===== src/rtl/dram_fifo_ctrl.sv =====
// FIFO controller around a dual-port dram: port A writes, port B reads, with a 2-entry FWFT output buffer.
// Optional `FIFO_AFULL_EN adds AF_LEVEL and a registered almost-full flag afull_o.
module dram_fifo_ctrl #(
  parameter int unsigned DATA_WIDTH = 8,
  parameter int unsigned DEPTH      = 4,
  parameter int unsigned ADDR_WIDTH = $clog2(DEPTH),
  parameter int unsigned LVL_WIDTH  = ADDR_WIDTH + 2
`ifdef FIFO_AFULL_EN
  ,
  parameter int unsigned AF_LEVEL   = DEPTH
`endif
) (
  input  logic                  clk_i,
  input  logic                  rst_i,
  input  logic                  s_valid_i,
  output logic                  s_ready_o,
  input  logic [DATA_WIDTH-1:0] s_data_i,
  output logic                  m_valid_o,
  input  logic                  m_ready_i,
  output logic [DATA_WIDTH-1:0] m_data_o,
  output logic [LVL_WIDTH-1:0]  level_o,
  output logic                  empty_o,
`ifdef FIFO_AFULL_EN
  output logic                  afull_o,
`endif
  output logic                  ram_wr_en_o,
  output logic [ADDR_WIDTH-1:0] ram_wr_addr_o,
  output logic [DATA_WIDTH-1:0] ram_wr_data_o,
  output logic                  ram_rd_en_o,
  output logic [ADDR_WIDTH-1:0] ram_rd_addr_o,
  input  logic [DATA_WIDTH-1:0] ram_rd_data_i
);

  localparam int unsigned CNT_WIDTH = ADDR_WIDTH + 1;

  logic [ADDR_WIDTH-1:0] wr_ptr_q, wr_ptr_d, rd_ptr_q, rd_ptr_d;
  logic [CNT_WIDTH-1:0]  ram_cnt_q, ram_cnt_d;
  logic                  inflight_q, inflight_d;
  logic [DATA_WIDTH-1:0] obuf0_q, obuf0_d, obuf1_q, obuf1_d;
  logic [1:0]            obuf_cnt_q, obuf_cnt_d, obuf_cnt_pop;
  logic                  ready_q, ready_d;
  logic                  valid_q, valid_d;
  logic [LVL_WIDTH-1:0]  level_q, level_d;
  logic                  empty_q, empty_d;
  logic                  push, pop, issue;
`ifdef FIFO_AFULL_EN
  logic                  afull_q, afull_d;
`endif

  // Next-state: handshakes, RAM read issue, output buffer shift/fill and status flags
  always_comb begin
    push         = s_valid_i & ready_q;
    pop          = valid_q & m_ready_i;
    // Slots already claimed in obuf (held + returning) must stay below 2 after this pop
    issue        = (ram_cnt_q != '0) &
                   ((3'(obuf_cnt_q) + 3'(inflight_q)) < (3'd2 + 3'(pop)));
    wr_ptr_d     = push  ? wr_ptr_q + ADDR_WIDTH'(1) : wr_ptr_q;
    rd_ptr_d     = issue ? rd_ptr_q + ADDR_WIDTH'(1) : rd_ptr_q;
    ram_cnt_d    = ram_cnt_q + CNT_WIDTH'(push) - CNT_WIDTH'(issue);
    inflight_d   = issue;
    obuf0_d      = obuf0_q;
    obuf1_d      = obuf1_q;
    obuf_cnt_pop = obuf_cnt_q;
    if (pop) begin
      obuf0_d      = obuf1_q;
      obuf_cnt_pop = obuf_cnt_q - 2'd1;
    end
    obuf_cnt_d = obuf_cnt_pop;
    if (inflight_q) begin
      if (obuf_cnt_pop == 2'd0) obuf0_d = ram_rd_data_i;
      else                      obuf1_d = ram_rd_data_i;
      obuf_cnt_d = obuf_cnt_pop + 2'd1;
    end
    ready_d = (ram_cnt_d != CNT_WIDTH'(DEPTH));
    valid_d = (obuf_cnt_d != 2'd0);
    level_d = LVL_WIDTH'(ram_cnt_d) + LVL_WIDTH'(inflight_d) + LVL_WIDTH'(obuf_cnt_d);
    empty_d = (level_d == '0);
`ifdef FIFO_AFULL_EN
    afull_d = (level_d >= LVL_WIDTH'(AF_LEVEL));
`endif
  end

  always_ff @(posedge clk_i or posedge rst_i) begin
    if (rst_i) begin
      wr_ptr_q   <= '0;
      rd_ptr_q   <= '0;
      ram_cnt_q  <= '0;
      inflight_q <= 1'b0;
      obuf0_q    <= '0;
      obuf1_q    <= '0;
      obuf_cnt_q <= 2'd0;
      ready_q    <= 1'b0;
      valid_q    <= 1'b0;
      level_q    <= '0;
      empty_q    <= 1'b1;
`ifdef FIFO_AFULL_EN
      afull_q    <= 1'b0;
`endif
    end else begin
      wr_ptr_q   <= wr_ptr_d;
      rd_ptr_q   <= rd_ptr_d;
      ram_cnt_q  <= ram_cnt_d;
      inflight_q <= inflight_d;
      obuf0_q    <= obuf0_d;
      obuf1_q    <= obuf1_d;
      obuf_cnt_q <= obuf_cnt_d;
      ready_q    <= ready_d;
      valid_q    <= valid_d;
      level_q    <= level_d;
      empty_q    <= empty_d;
`ifdef FIFO_AFULL_EN
      afull_q    <= afull_d;
`endif
    end
  end

  // RAM strobes follow the same-cycle handshake; stream outputs come straight from registers
  assign s_ready_o     = ready_q;
  assign m_valid_o     = valid_q;
  assign m_data_o      = obuf0_q;
  assign level_o       = level_q;
  assign empty_o       = empty_q;
`ifdef FIFO_AFULL_EN
  assign afull_o       = afull_q;
`endif
  assign ram_wr_en_o   = push;
  assign ram_wr_addr_o = wr_ptr_q;
  assign ram_wr_data_o = s_data_i;
  assign ram_rd_en_o   = issue;
  assign ram_rd_addr_o = rd_ptr_q;

endmodule


===== config.mk =====
export PLATFORM = sky130hd
export DESIGN_NAME = dram_fifo_ctrl
export DESIGN_NICKNAME = d
export VERILOG_FILES = /design/src/rtl/dram_fifo_ctrl.sv
export SDC_FILE = /design/constraint.sdc
export NUM_CORES = 1
export LEC_CHECK = 0
export CORE_ASPECT_RATIO = 1.25
export CORE_UTILIZATION = 46
export CTS_CLUSTER_SIZE = 24
export DETAILED_ROUTE_END_ITERATION = 12
export GPL_TIMING_DRIVEN = 0
export PLACE_DENSITY = 0.79
export SYNTH_ARGS = -nofsm -noshare
export SYNTH_HDL_FRONTEND = slang
export SYNTH_SLANG_ARGS = --single-unit

===== constraint.sdc =====
create_clock -name clk_i -period 4.1 [get_ports clk_i]
set_input_delay 1.025 -clock clk_i [delete_from_list [all_inputs] [get_ports clk_i]]
set_output_delay 1.025 -clock clk_i [all_outputs]
set_load 0.1 [all_outputs]

==> impl_metrics.toml <==
[outcome]
outcome = "complete, no violations"

[grt]
grt_start_max_net_pins = 34
gr-total-overflow = 0
grt_first_pass_wirelength_um = 4657
grt_pass1_vias = 1080
grt_use_total = 0.1878
grt_antenna_before_repair = 0

[clocking]
cts_resized = 1
clockRootBuffer = "clkbuf_8"
h-tree-depth = 2
hold_buffers = 0
cts_tree = "done"
post-cts-setup-buffer-count = 0
clk-insertion-delay-late_ps = 280
clk_path_buf_depth = 2
cts-buffers-inserted = 5
clk_pin_slew_ps = 70
cts_sinks = 33

[placement]
gp_congestion = 0.6602
place.detailed.hpwl_um = 2041
portBuffers = 40
place_ws_ps = -278.5

[finish]
nNetsFinal = 202
area_growth_pct = 37.73
final_cell_mix = "clkdlybuf4s50_1, dfrtp_1, mux2i_1, inv_1, nand2_1"
fillers = 266
drive_gt1_frac = 0.2069
num_antenna_cells = 0
layout_commonest_cell = "clkdlybuf4s50_1"

[sta]
post-route-min-period_ps = 3865
fmax_mhz = 258.8
layout_worst_path_cycle_share = 0.9426
skew_ps = 5.237
final_hold_viol_count = 0
setup_slack_ps = 235.5
relSlewSlack = 0.3491
slew_viol_final = 0
grt_setup_unrepaired = "false"
setup_viol = 0
worstMarginPinSlew_ps = 973.3

[setup_path]
cp_max_fo = 5
cp.required_ps = 4300
path_cells = "clkdlybuf4s50_1 > nand3b_2 > a211oi_4 > ha_1 > inv_1 > ha_1 > fa_1 > inv_1 > fa_2 > a211oi_1 > mux2i_1 > nor3_1"
rr_startpoint = "inflight_q$_DFF_PP0_"
start_kind = "input pin"
max_stage_delay_ps = 590
cp_data_arrival_time_ps = 4060
slowest_stage = "clkdlybuf4s50_1"
startpoint = "m_ready_i"
critical_path.endpoint_type = "flop"
r2r_setup_slack_ps = 720
criticalPathCategory = "input pin to flop"

[routing]
firstDrtPassIters = 4
avgRoutedWirePerCell_um = 13.26
antenna_left = 0
routed_wl_um = 2797
drt_iter0_drc = 12
viasPerCell = 4.886
drc = 0
vias = 1031

[logic_synthesis]
synth_cells = 125
async_flop_share = 1.000
synth_seq_area_share = 0.5318
ys_ff_latch = 33
synth_nets = 154
ys_warn_count = 0
synth_flop_cell = "dfrtp_1"
synth_edf_count = 0
syn_area_mm2 = 0.001555
syn_area_per_cell_um2 = 12.44
yosysUniqueCellTypes = 27

[floorplan]
coreArea_mm2 = 0.003223
chipWidth_um = 54.01
num_io_pins = 49
rows = 23
fp.dieH_um = 67.01
die_area_mm2 = 0.003619
initial_core_util = 0.4825

[hold_path]
hp-start = "ram_rd_addr_o[1]$_DFFE_PP0P_"
worstHoldPathType = "flop to flop"

[job]
maxCapViolations = 0
-- metrics by stage --
step / utilization / cells / area [um2] / hold WS [ps] / TNS [ps]
final: 0.6646 / 211 / 2142 / 470.2 / 0
after global routing: 0.6646 / 211 / 2142 / 504.3 / 0
after CTS: 0.6572 / 210 / 2118 / 474.8 / 0
after detailed placement: 0.6262 / 202 / 2018 / 460.5 / -331.6
after global placement: 0.6262 / 202 / 2018 / 461.7 / -272.9
after floorplan: - / 125 / 1572 / 480.0 / 0
-- kinds of logic (layout without fill, tap and decap cells) --
family | after synthesis | after routing | synth area share
compound gates | 14 | 14 | 0.05631
buf+inv | 21 | 70 | 0.07079
mux | 18 | 18 | 0.1223
flops | 33 | 33 | 0.5318
fa+ha+maj | 9 | 9 | 0.08689
simple gates | 21 | 21 | 0.07080
xor+xnor | 9 | 9 | 0.06114
-- state kept, by name, indices dropped and copies added (netlist names) --
signal         count
empty_o            1
inflight_q         1
level_o            4
m_data_o           8
m_valid_o          1
obuf1_q            8
obuf_cnt_q         2
ram_cnt_q          3
ram_rd_addr_o      2
ram_wr_addr_o      2
s_ready_o          1
-- layout make-up --
| type | count | area (um2) | share of cell area |
|---|---|---|---|
| clock inverter | 1 | 5.005 | 0.002336 |
| tap | 37 | 46.29 | 0.02161 |
| timing repair buffer | 41 | 422.9 | 0.1974 |
| multi-input combinational | 71 | 633.1 | 0.2956 |
| buffer | 10 | 68.82 | 0.03213 |
| sequential | 33 | 828.3 | 0.3867 |
| clock buffer | 7 | 96.34 | 0.04498 |
| inverter | 11 | 41.29 | 0.01928 |
-- worst paths after layout --
path                                                      to  cells after the start
worst max-delay path                       empty_o$_DFF_PP1_                     12
worst min register to register  ram_rd_addr_o[1]$_DFFE_PP0P_                      1
min in group asynchronous       ram_rd_addr_o[1]$_DFFE_PP0P_                      2
max in group asynchronous                m_valid_o$_DFF_PP0_                      3
worst max register to register             empty_o$_DFF_PP1_                     12
worst min-delay path            ram_rd_addr_o[1]$_DFFE_PP0P_                      1
-- critical path, delay by kind of cell --
kind	cells	cell delay, ps
fa+ha+maj	4	1310
mux	1	110
simple gates	2	310
buf+inv	3	710
compound gates	2	610
-- per-layer routing --
metal / up-vias / track usage / share of wire
met5: - / 0 / 0
met4: 0 / 0.1058 / 0.024
met3: 5 / 0.06164 / 0.053
met2: 28 / 0.3194 / 0.52
met1: 498 / 0.1962 / 0.40
li1: 500 / - / -
-- cell usage after synthesis (3+ instances only) --
master | instances | share of area
mux2i_1 | 10 | 0.064
nand2_1 | 9 | 0.022
dfrtp_1 | 32 | 0.51
mux2_2 | 8 | 0.058
inv_1 | 11 | 0.027
fa_1 | 3 | 0.039
xnor2_1 | 3 | 0.017
o21ai_0 | 8 | 0.026
xor2_1 | 5 | 0.028
buf_4 | 8 | 0.039
ha_1 | 6 | 0.048
nor2_1 | 3 | 0.0072
Power is not shown: default switching activity piles up to over one toggle a cycle in this logic, so the estimate is an artifact.
